File: src/rtl/truth_table_sweeper_if.sv
// Stimulus/result bundle between the truth-table sweeper (master) and its harness (slave).
// N_IN must match the sweeper instance it is connected to.
interface truth_table_sweeper_if #(
  parameter int N_IN = 2
);
  localparam int DEPTH = 1 << N_IN;

  logic              start;
  logic [N_IN-1:0]   stim;
  logic              dut_out;
  logic [DEPTH-1:0]  expected;
  logic              busy;
  logic              done;
  logic              pass;
  logic [DEPTH-1:0]  result;
  logic [N_IN:0]     mismatch_cnt;
  logic [N_IN-1:0]   first_fail_idx;
  logic              fail_valid;

  modport master (
    input  start, dut_out, expected,
    output stim, busy, done, pass, result, mismatch_cnt, first_fail_idx, fail_valid
  );

  modport slave (
    output start, dut_out, expected,
    input  stim, busy, done, pass, result, mismatch_cnt, first_fail_idx, fail_valid
  );
endinterface

File: src/rtl/truth_table_sweeper.sv
// Exhaustive stimulus engine: walks all 2^N_IN codes, holds each SETTLE_CYC cycles, samples and scores.
// Define SWEEP_GRAY_EN for a Gray-coded stim order (result/expected stay indexed by stim value).
module truth_table_sweeper #(
  parameter int N_IN         = 2,
  parameter int SETTLE_CYC   = 1,
  parameter int STOP_ON_FAIL = 0
) (
  input  logic                  clk,
  input  logic                  rst_n,
  truth_table_sweeper_if.master bus
);
  localparam int DEPTH = 1 << N_IN;
  localparam int CW    = (SETTLE_CYC > 1) ? $clog2(SETTLE_CYC) : 1;
  localparam int MW    = N_IN + 1;

  typedef enum logic [1:0] {IDLE, SETTLE, SAMPLE, DONE} state_t;

  state_t           state_q, state_d;
  logic [N_IN-1:0]  idx_q, idx_d;
  logic [N_IN-1:0]  stim_q, stim_d;
  logic [CW-1:0]    cnt_q, cnt_d;
  logic [DEPTH-1:0] result_q, result_d;
  logic [MW-1:0]    mcnt_q, mcnt_d;
  logic [N_IN-1:0]  ffi_q, ffi_d;
  logic             fv_q, fv_d;
  logic             mis;

  function automatic logic [N_IN-1:0] code_of(input logic [N_IN-1:0] i);
`ifdef SWEEP_GRAY_EN
    return i ^ (i >> 1);
`else
    return i;
`endif
  endfunction

  always_ff @(posedge clk or negedge rst_n) begin
    if (!rst_n) begin
      state_q  <= IDLE;
      idx_q    <= '0;
      stim_q   <= '0;
      cnt_q    <= '0;
      result_q <= '0;
      mcnt_q   <= '0;
      ffi_q    <= '0;
      fv_q     <= 1'b0;
    end else begin
      state_q  <= state_d;
      idx_q    <= idx_d;
      stim_q   <= stim_d;
      cnt_q    <= cnt_d;
      result_q <= result_d;
      mcnt_q   <= mcnt_d;
      ffi_q    <= ffi_d;
      fv_q     <= fv_d;
    end
  end

  always_comb begin
    state_d  = state_q;
    idx_d    = idx_q;
    stim_d   = stim_q;
    cnt_d    = cnt_q;
    result_d = result_q;
    mcnt_d   = mcnt_q;
    ffi_d    = ffi_q;
    fv_d     = fv_q;
    mis      = 1'b0;
    case (state_q)
      IDLE, DONE: begin
        if (bus.start) begin
          state_d  = SETTLE;
          idx_d    = '0;
          stim_d   = '0;
          cnt_d    = '0;
          result_d = '0;
          mcnt_d   = '0;
          ffi_d    = '0;
          fv_d     = 1'b0;
        end
      end
      SETTLE: begin
        if (cnt_q == CW'(SETTLE_CYC - 1)) state_d = SAMPLE;
        else                              cnt_d   = cnt_q + CW'(1);
      end
      SAMPLE: begin
        result_d[stim_q] = bus.dut_out;
        mis = (bus.dut_out != bus.expected[stim_q]);
        if (mis) begin
          if (mcnt_q != MW'(DEPTH)) mcnt_d = mcnt_q + MW'(1);
          if (!fv_q) begin
            ffi_d = stim_q;
            fv_d  = 1'b1;
          end
        end
        if ((idx_q == {N_IN{1'b1}}) || ((STOP_ON_FAIL != 0) && mis)) begin
          state_d = DONE;
        end else begin
          // stim only moves here, so the DUT input is stable for a whole vector period
          idx_d   = idx_q + N_IN'(1);
          stim_d  = code_of(idx_q + N_IN'(1));
          cnt_d   = '0;
          state_d = SETTLE;
        end
      end
      default: state_d = IDLE;
    endcase
  end

  assign bus.stim           = stim_q;
  assign bus.busy           = (state_q == SETTLE) || (state_q == SAMPLE);
  assign bus.done           = (state_q == DONE);
  assign bus.pass           = (state_q == DONE) && (mcnt_q == '0);
  assign bus.result         = result_q;
  assign bus.mismatch_cnt   = mcnt_q;
  assign bus.first_fail_idx = ffi_q;
  assign bus.fail_valid     = fv_q;
endmodule

File: src/flat_wrapper.sv
// flat-port wrapper written by rule: the top's interface ports become plain ports
module truth_table_sweeper_flat 
#(
  parameter int N_IN         = 2,
  parameter int SETTLE_CYC   = 1,
  parameter int STOP_ON_FAIL = 0
)
  (clk, rst_n, bus_start, bus_dut_out, bus_expected, bus_stim, bus_busy, bus_done, bus_pass, bus_result, bus_mismatch_cnt, bus_first_fail_idx, bus_fail_valid);
  truth_table_sweeper_if #(.N_IN(N_IN)) bus_i ();
  input  logic clk;
  input  logic rst_n;
  input wire logic [$bits(bus_i.start)-1:0] bus_start;
  input wire logic [$bits(bus_i.dut_out)-1:0] bus_dut_out;
  input wire logic [$bits(bus_i.expected)-1:0] bus_expected;
  output wire logic [$bits(bus_i.stim)-1:0] bus_stim;
  output wire logic [$bits(bus_i.busy)-1:0] bus_busy;
  output wire logic [$bits(bus_i.done)-1:0] bus_done;
  output wire logic [$bits(bus_i.pass)-1:0] bus_pass;
  output wire logic [$bits(bus_i.result)-1:0] bus_result;
  output wire logic [$bits(bus_i.mismatch_cnt)-1:0] bus_mismatch_cnt;
  output wire logic [$bits(bus_i.first_fail_idx)-1:0] bus_first_fail_idx;
  output wire logic [$bits(bus_i.fail_valid)-1:0] bus_fail_valid;
  assign bus_i.start = bus_start;
  assign bus_i.dut_out = bus_dut_out;
  assign bus_i.expected = bus_expected;
  assign bus_stim = bus_i.stim;
  assign bus_busy = bus_i.busy;
  assign bus_done = bus_i.done;
  assign bus_pass = bus_i.pass;
  assign bus_result = bus_i.result;
  assign bus_mismatch_cnt = bus_i.mismatch_cnt;
  assign bus_first_fail_idx = bus_i.first_fail_idx;
  assign bus_fail_valid = bus_i.fail_valid;
  truth_table_sweeper #(.N_IN(N_IN), .SETTLE_CYC(SETTLE_CYC), .STOP_ON_FAIL(STOP_ON_FAIL)) u_core (.clk(clk), .rst_n(rst_n), .bus(bus_i));
endmodule
File: config.mk
export PLATFORM = sky130hd
export DESIGN_NAME = truth_table_sweeper_flat
export DESIGN_NICKNAME = d
export VERILOG_FILES = /design/src/rtl/truth_table_sweeper_if.sv /design/src/rtl/truth_table_sweeper.sv /design/src/flat_wrapper.sv
export SDC_FILE = /design/constraint.sdc
export NUM_CORES = 1
export LEC_CHECK = 0
export BUFFER_PORTS_ARGS = -buffer_cell sky130_fd_sc_hd__buf_4
export CORE_MARGIN = 2
export CORE_UTILIZATION = 52
export CTS_BUF_LIST = sky130_fd_sc_hd__clkbuf_16
export DETAILED_ROUTE_END_ITERATION = 8
export PLACE_DENSITY = 0.77
export SYNTH_ARGS = -nofsm -noshare
export SYNTH_HDL_FRONTEND = slang
export SYNTH_SLANG_ARGS = --single-unit
File: constraint.sdc
create_clock -name clk -period 2.6 [get_ports clk]
set_input_delay 0.39 -clock clk [delete_from_list [all_inputs] [get_ports clk]]
set_output_delay 0.39 -clock clk [all_outputs]
set_load 0.01 [all_outputs]
; ---- After elaboration in Yosys (flattened, before gate mapping)
; Index checks and enable logic that the tools add are counted.
[classes]
n_mux = 27
n_eq_ne = 12
addsub = 3
n_lt_le_gt_ge = 2
n_reduce_logical = 14
[op_table]
columns = op, count
row1 = $mux W2, 7
row2 = $mux W3, 3
row3 = $ne A2 B2 Y1 const B, 4
row4 = $pmux W2 S2, 2
row5 = $pmux W4 S2, 1
row6 = $reduce_and A4 Y1, 2
row7 = $eq A2 B2 Y1 const B, 3
row8 = $mux W1, 6
row9 = $pmux W2 S3, 1
row10 = $pmux W3 S2, 1
row11 = $reduce_and A2 Y1, 3
row12 = $reduce_and A3 Y1, 2
row13 = $bwmux W4, 1
row14 = $mux W4, 1
row15 = $ne A2 B1 Y1 const B, 2
row16 = $add A3 B1 Y3 const B, 1
row17 = $logic_not A3 Y1, 1
row18 = $lt A2 B3 Y1 const B, 1
row19 = $ne A3 B3 Y1 const B, 1
row20 = $pmux W1 S3, 1
row21 = $add A2 B1 Y2 const B, 1
row22 = $bmux W1 S2, 1
row23 = $demux W1 S2, 1
row24 = $eq A2 B1 Y1 const B, 1
row25 = other kinds (9), 10
[totals]
output_inout_bits = 15
regBits = 15
inputBits = 8
word_cells = 65

; ---- Logic depth before layout (Yosys ltp)
; Gate-level depths: netlist of run 1.
[logic_depth]
word_depth = 6
mapped_depth = 7
depth_no_buf = 6

; ---- Least setup slack after synthesis of run 1
; No wires, ideal clock.
[synth_timing]
kind = flip-flop to flip-flop
startpoint = register u_core.idx_q[0] (netlist name)
endpoint = register u_core.mcnt_q[2] (netlist: u_core.bus.mismatch_cnt[2])
path_stages_with_launch = 7
n_path_buf = 2
path_slack_ps = 703
setup_ps = 126
t_arrival_ps = 1771
path_cell_list = dfrtp_1 -> buf_6 -> mux4_2 -> xnor2_2 -> buf_6 -> nand2b_1 -> a221o_1
[synth_rtl]
columns = element, line_no
row1 = "end signal, assigned", truth_table_sweeper.sv:52  ; mcnt_q <= mcnt_d;
row2 = "end, declared", truth_table_sweeper.sv:23  ; logic [MW-1:0] mcnt_q, mcnt_d;

; ---- Worst setup path after layout of run 1
[layout_timing]
startpoint = register u_core.state_q[0]
endpoint = register u_core.mcnt_q[0] (netlist: u_core.bus.mismatch_cnt[0])
[layout_between]
elab_chain_cells = 4
[layout_rtl]
columns = element, line_no
row1 = "start, declared", truth_table_sweeper.sv:18  ; state_t state_q, state_d;
row2 = "start signal, assigned", truth_table_sweeper.sv:47  ; state_q <= state_d;
row3 = $eq A2 B2 Y1 or $logic_not A2 Y1 (tied branches), truth_table_sweeper.sv:68  ; case (state_q)
row4 = $reduce_or A2 Y1, truth_table_sweeper.sv:68
row5 = $ne A2 B2 Y1 (no line) or $reduce_bool A2 Y1 (tied branches), -
row6 = $reduce_and A4 Y1 (no line), -
; Several ways; a longest one is shown, not always the timed one.
; A chain may end at the register's enable or synchronous reset.

==> results_dict.tcl, run 1 <==
set metrics [dict create \
    status "complete, no violations" \
    critical_path_class "register to register" \
    tightestPinTransition_ns 0.565 \
    tritoncts "yes" \
    setup_viol 0 \
    synth_cell_types 30 \
    synth_area_sq_um 996 \
    postSynthCellCount 107 \
    ys_ff_latch 14 \
    clock_latency_ns 0.24 \
    multi_input_area_sq_um 558 \
    busiest_layer "met2" \
    overflow 0 \
    clock_path_buffers 2 \
    diodes 0 \
    min_from "bus_start" \
    start_kind "register" \
    cp.arrival_ns 2.25 \
    drt_wl_total_mm 2.08 \
    grt_setup_unrepaired "no" \
    grt_start_max_net_pins 19 \
    grtUsageMet1_pct 30.1 \
    fmax_ghz 0.480 \
    hold_viol_final 0 \
    clock_skew_ns 0.00131 \
    syn_avg_cell_area_sq_um 9.31 \
    setup_tns_ns 0 \
    grt_pass1_vias 745 \
    grt_use_met3_pct 3.77 \
    cts_resized 0 \
    syn2layout_area_growth_pct 23.2 \
    core_area_sq_mm 0.00176 \
    maxSlewHeadroom_pct 62.3 \
    rr_worst_depth 5 \
    power_density_mw_per_mm2 1060 \
    fin_util_pct 69.6 \
    initial_core_util_pct 56.5 \
    r2r_start "u_core.state_q[0]" \
    io_pins 23 \
    critPathMaxFanout 18 \
    die_h_microns 47.8 \
    core.rowCount 15 \
    cts.htree.levels 1 \
    ant_nets 0 \
    cts.sinks 14 \
    report.final.slew_viol_count 0 \
    grt_first_pass_wirelength_mm 3.35 \
    vdd_ir_drop_max_mv 0.691 \
    wl_per_cell_microns 13.8 \
    drv_cap 0 \
    track_usage_pct 21.0 \
    viasPerCell 5.68 \
    post-dp-hpwl_mm 1.50 \
    die_area_sq_mm 0.00228 \
    ys_seq_area_share_pct 35.2 \
    setup_slack_ns 0.519 \
    min_path_type "primary input to register" \
    power_leakage_nw 0.570 \
    fin_crit_ns 2.08 \
    worstHoldPathCells 2 \
    vias 857 \
    power_w 0.00130 \
    layout.nets 146 \
    critPathLaunch "u_core.state_q[0]" \
    cts_root_buffer "clkbuf_16" \
    drcViolationCount 0 \
    holdWs_ns 0.380 \
    drive_gt1_share_pct 23.0 \
    port_buffers 22 \
    syn_nets 125 \
    pre_cts_slack_ns 0.576 \
    endpoint_kind "register" \
    grt_antenna_before_repair 0 \
    fp.dieW_microns 47.8 \
    place_congestion 0.806 \
    regArea_sq_um 350 \
    clk_pin_slew_ns 0.04 \
    first_pass_iters 4 \
    ys_warn_count 0 \
    timing.critical_path.required_ns 2.77 \
    drtIter0Drc 19 \
    grt_use_met2_pct 31.5 \
    n_fill_cell 156 \
    numCtsBuffers 3 \
    period_share_pct 80.0 \
]
cells by family (layout without fill, tap and decap cells):
group,after synthesis,after routing,synth area share [%]
multiplexers,5,5,6.28
buffers and inverters,17,36,8.79
AND/OR/NAND/NOR,36,36,18.8
adder cells (fa/ha/maj),10,10,12.6
XOR/XNOR,1,1,1.63
AO/OA/AOI/OAI,24,24,16.7
flip-flops,14,14,35.2
sequential cells by signal, indices dropped and copies added, names as in the netlist:
| signal | flops |
|---|---|
| u_core.bus.fail_valid | 1 |
| u_core.bus.first_fail_idx | 2 |
| u_core.bus.mismatch_cnt | 3 |
| u_core.bus.result | 4 |
| u_core.idx_q | 2 |
| u_core.state_q | 2 |
layer usage:
| layer | vias to the layer above | share of wire (%) |
|---|---|---|
| li1 | 420 | - |
| met5 | - | 0 |
| met2 | 24 | 47 |
| met3 | 5 | 5.0 |
| met1 | 408 | 47 |
| met4 | 0 | 1.4 |
synth_stat cells (all sizes together):
cell type	count	area, sq um
and2	2	12.5
dfrtp	14	350
nand2	11	41.3
nor2b	1	6.26
and3	3	18.8
a21o	1	8.76
o22ai	1	6.26
nand3	7	35.0
nand2b	2	12.5
a21oi	10	50.1
xnor2	1	16.3
a31oi	1	6.26
nor3	3	20.0
o32a	1	10.0
inv	10	37.5
o21ai	1	5.00
nand3b	1	7.51
clkbuf	3	11.3
a221o	1	10.0
mux4	1	22.5
o311ai	1	8.76
or4	1	7.51
nor2	3	11.3
o221ai	7	61.3
ha	10	125
nor3b	2	15.0
buf	4	38.8
mux2i	4	40.0
placed cells by master (no fill, tap or decap), types with 2 or more instances in the layout:
cell type	synthesis	final
ha_1	10	10
nand2b_1	2	2
nor3_1	2	2
nand2_1	11	11
and2_1	2	2
and3_1	3	3
a21oi_1	10	10
inv_1	10	10
clkbuf_16	0	3
dfrtp_1	14	14
nor2_1	3	3
nand3_1	7	7
o221ai_1	7	7
mux2i_1	4	4
nor3b_1	2	2
buf_4	0	22
area by class of cell:
type / instances / share of cell area (%)
clock buffers: 3 / 6.12
inverters: 10 / 3.06
multi-input cells: 76 / 45.5
flip-flops and latches: 14 / 28.5
well taps: 25 / 2.55
repair buffers: 23 / 14.3
metrics by stage:
stage | cell area [sq um] | instances
final | 1230 | 151
after global routing | 1230 | 151
after CTS | 1230 | 151
after detailed placement | 1140 | 147
after global placement | 1140 | 147
after floorplan | 996 | 107
worst max-delay path: stages (launching register included):
cell	delay, ns
dfrtp_1	0.42
inv_1	0.08
ha_1	0.51
inv_1	0.34
or4_1	0.58
nand3_1	0.08
what timing repair did:
action	in CTS	in global routing
endpoints found under the hold margin	7	0
setup buffers	0	0
hold buffers	1	0
report_power, final:
| group | switching, W | internal [W] |
|---|---|---|
| clock | 0.0000795 | 0.000200 |
| combinational | 0.000365 | 0.000288 |
| sequential | 0.0000844 | 0.000284 |
| total | 0.000529 | 0.000771 |
final timing paths:
| kind | to | slack, ns |
|---|---|---|
| setup / recovery | u_core.bus.mismatch_cnt[0] | 0.52 |
| hold / removal | u_core.state_q[1] | 0.38 |
| setup reg to reg | u_core.bus.mismatch_cnt[0] | 0.52 |
| hold reg to reg | u_core.bus.result[3] | 0.54 |
| max in group asynchronous | u_core.bus.mismatch_cnt[2] | 1.88 |
| min in group asynchronous | u_core.idx_q[0] | 0.55 |
Note: power is estimated with default switching activity, not from simulation.
==> inputs of run 2 (changes only) <==
--- a/config.mk
+++ b/config.mk
@@ -7,10 +7,10 @@
 export LEC_CHECK = 0
 export BUFFER_PORTS_ARGS = -buffer_cell sky130_fd_sc_hd__buf_4
 export CORE_MARGIN = 2
-export CORE_UTILIZATION = 52
+export CORE_UTILIZATION = 47
 export CTS_BUF_LIST = sky130_fd_sc_hd__clkbuf_16
 export DETAILED_ROUTE_END_ITERATION = 8
-export PLACE_DENSITY = 0.77
+export PLACE_DENSITY = 0.74
 export SYNTH_ARGS = -nofsm -noshare
 export SYNTH_HDL_FRONTEND = slang
 export SYNTH_SLANG_ARGS = --single-unit
==> constraint.sdc (replaced) <==
create_clock -name clk -period 1.7 [get_ports clk]
set_input_delay 0.255 -clock clk [delete_from_list [all_inputs] [get_ports clk]]
set_output_delay 0.255 -clock clk [all_outputs]
set_load 0.01 [all_outputs]
==> run 2 against run 1 <==
Net effect: the flow now finishes with violations (negative setup slack); clock skew increased by 0.0028 ns; clock-buffer cell count did not move; first-iteration DRC count is 5.3% higher; global-route usage up 0.22 points; final cell count increased by 11%; core utilization shrank 0.38 points; critical path depth decreased by 1; maximum frequency grew 21%; register-to-register slack lost 0.54 ns; die area rose by 9.7%; critical path type unchanged; largest power group unchanged; highest routed layer unchanged.
==> results_dict.tcl, run 2 (synthesized netlist as in run 1, its figures left out) <==
set metrics [dict create \
    status "finished with violations" \
    violations "negative setup slack" \
    fp.dieW_microns 50.0 \
    wl_per_cell_microns 14.9 \
    period_share_pct 101 \
    die_h_microns 50.0 \
    drive_gt1_share_pct 34.0 \
    syn2layout_area_growth_pct 37.7 \
    min_from "bus_start" \
    critical_path_class "register to register" \
    r2r_start "u_core.idx_q[0]" \
    start_kind "register" \
    mostFrequentLayoutCells "buf_4 (36), dfrtp_1 (14), nand2_1 (11), inv_1 (10)" \
    min_path_type "primary input to register" \
    dp.cells 161 \
    cts.sinks 14 \
    largest_reg_flops 4 \
    maxSlewHeadroom_pct 77.7 \
    overflow 0 \
    diodes 0 \
    viasPerCell 5.60 \
    core.rowCount 16 \
    pre_cts_slack_ns 0.00192 \
    grt_use_met2_pct 37.1 \
    initial_core_util_pct 50.3 \
    tightestPinTransition_ns 0.334 \
    cts.htree.levels 1 \
    busiest_layer "met2" \
    grt_first_pass_wirelength_mm 4.04 \
    cpPeakStageDelay_ns 0.57 \
    p_comb_share_pct 58.9 \
    grt_pass1_vias 900 \
    crit_buf_inv 0 \
    critPathTopFamily "multiplexers" \
    cp_slowest_cell "mux4_2" \
    report.final.slew_viol_count 0 \
    final_common_cell "buf_4" \
    cp.arrival_ns 1.90 \
    stdcell_count 168 \
    fin_crit_ns 1.72 \
    drt_wl_total_mm 2.50 \
    place_congestion 0.878 \
    drcViolationCount 0 \
    power_leakage_nw 0.643 \
    path_cells "mux4_2 > xnor2_4 > or4_1 > nand3_1" \
    cts_root_buffer "clkbuf_16" \
    endpoint_kind "register" \
    power_w 0.00236 \
    p_sw_share_pct 39.9 \
    setup_tns_ns -0.0290 \
    clkPwrFrac_pct 19.1 \
    grt_antenna_before_repair 0 \
    fmax_ghz 0.580 \
    core_area_sq_mm 0.00198 \
    power.share.sequential_pct 22.0 \
    drv_cap 0 \
    grt_start_max_net_pins 15 \
    vias 941 \
    clock_latency_ns 0.24 \
    track_usage_pct 21.3 \
    grt_use_met3_pct 5.45 \
    port_buffers 22 \
    die_area_sq_mm 0.00250 \
    ant_nets 0 \
    critPathLaunch "u_core.idx_q[0]" \
    hold_viol_final 0 \
    first_pass_iters 4 \
    clk_pin_slew_ns 0.05 \
    vdd_ir_drop_max_mv 1.31 \
    drtIter0Drc 20 \
    setup_viol 2 \
    tritoncts "yes" \
    intPower_w 0.00142 \
    power_density_mw_per_mm2 1720 \
    numCtsBuffers 3 \
    postLayoutCellArea_sq_mm 0.00137 \
    clock_skew_ns 0.00407 \
    power.switching_w 0.000940 \
    post-dp-hpwl_mm 1.69 \
    io_pins 23 \
    clock_path_buffers 2 \
    layout.nets 160 \
    setup_slack_ns -0.0227 \
    grt_setup_unrepaired "yes" \
    dpl_cell_area_sq_mm 0.00123 \
    grtUsageMet1_pct 26.0 \
    timing.critical_path.required_ns 1.87 \
    critPathMaxFanout 6 \
]
==> run 2: cell count changes in the layout (fill, tap and decap cells not counted) <==
cell | previous run | this run
nor2_2 | 0 | 1
nor3b_1 | 2 | 1
xnor2_4 | 0 | 1
a21oi_2 | 0 | 1
ha_2 | 0 | 1
xnor2_2 | 1 | 0
ha_1 | 10 | 9
nor3b_2 | 0 | 1
a21oi_1 | 10 | 9
o311ai_2 | 0 | 1
buf_4 | 22 | 36
nor2_1 | 3 | 2
o311ai_0 | 1 | 0
clkinv_1 | 0 | 1
==> run 2: worst register-to-register path, delay by kind of cell (launching register included) <==
family,cells,cell delay [ns]
flops,1,0.37
xor+xnor,1,0.20
mux,1,0.57
simple gates,2,0.51
==> run 2: layout make-up <==
cell class	instances	area, sq um
Clock buffer	3	75.1
Clock inverter	1	3.75
Fill cell	167	611
Inverter	10	37.5
Multi-Input combinational cell	76	591
Sequential cell	14	350
Tap cell	27	33.8
Timing Repair Buffer	37	280
==> run 2: path summary, 6_finish.rpt <==
path / endpoint / slack, ns / cells past startpoint
min reg2reg: u_core.bus.result[1] / 0.54 / 2
min in group asynchronous: u_core.bus.result[1] / 0.41 / 2
max in group asynchronous: u_core.bus.fail_valid / 1.12 / 2
min: u_core.state_q[1] / 0.27 / 2
max: u_core.bus.mismatch_cnt[0] / -0.02 / 4
max reg2reg: u_core.bus.mismatch_cnt[0] / -0.02 / 4
==> run 2: repair_timing <==
action                                  4_1_cts  5_1_grt
hold buffers                                  1        0
pin swaps                                     0        2
endpoints found under the hold margin        14        0
buffers inserted                              1        1
gates resized for setup                       1        6
endpoints found under the setup margin        2        7
==> run 2: power by group through the flow <==
stage               sequential, W  combinational, W  clock (W)
floorplan                0.000563          0.000743          0
global placement         0.000507           0.00123          0
detailed placement       0.000517           0.00126          0
CTS                      0.000514           0.00132   0.000450
global route             0.000533           0.00151   0.000465
finish                   0.000518           0.00139   0.000452
==> run 2: routing by layer <==
metal  part of all wire, %  vias to the layer above
met5                     0                        -
met4                   1.5                        0
met3                   3.6                        4
met2                    52                       24
met1                    42                      463
li1                      -                      450
==> run 2: per-stage QoR <==
| stage | util, % | hold WS (ns) |
|---|---|---|
| after global placement | 62.3 | 0.118 |
| after floorplan | - | -0.0406 |
| after CTS | 67.7 | 0.249 |
| after detailed placement | 62.3 | 0.118 |
| final | 69.2 | 0.265 |
| after global routing | 69.2 | 0.272 |
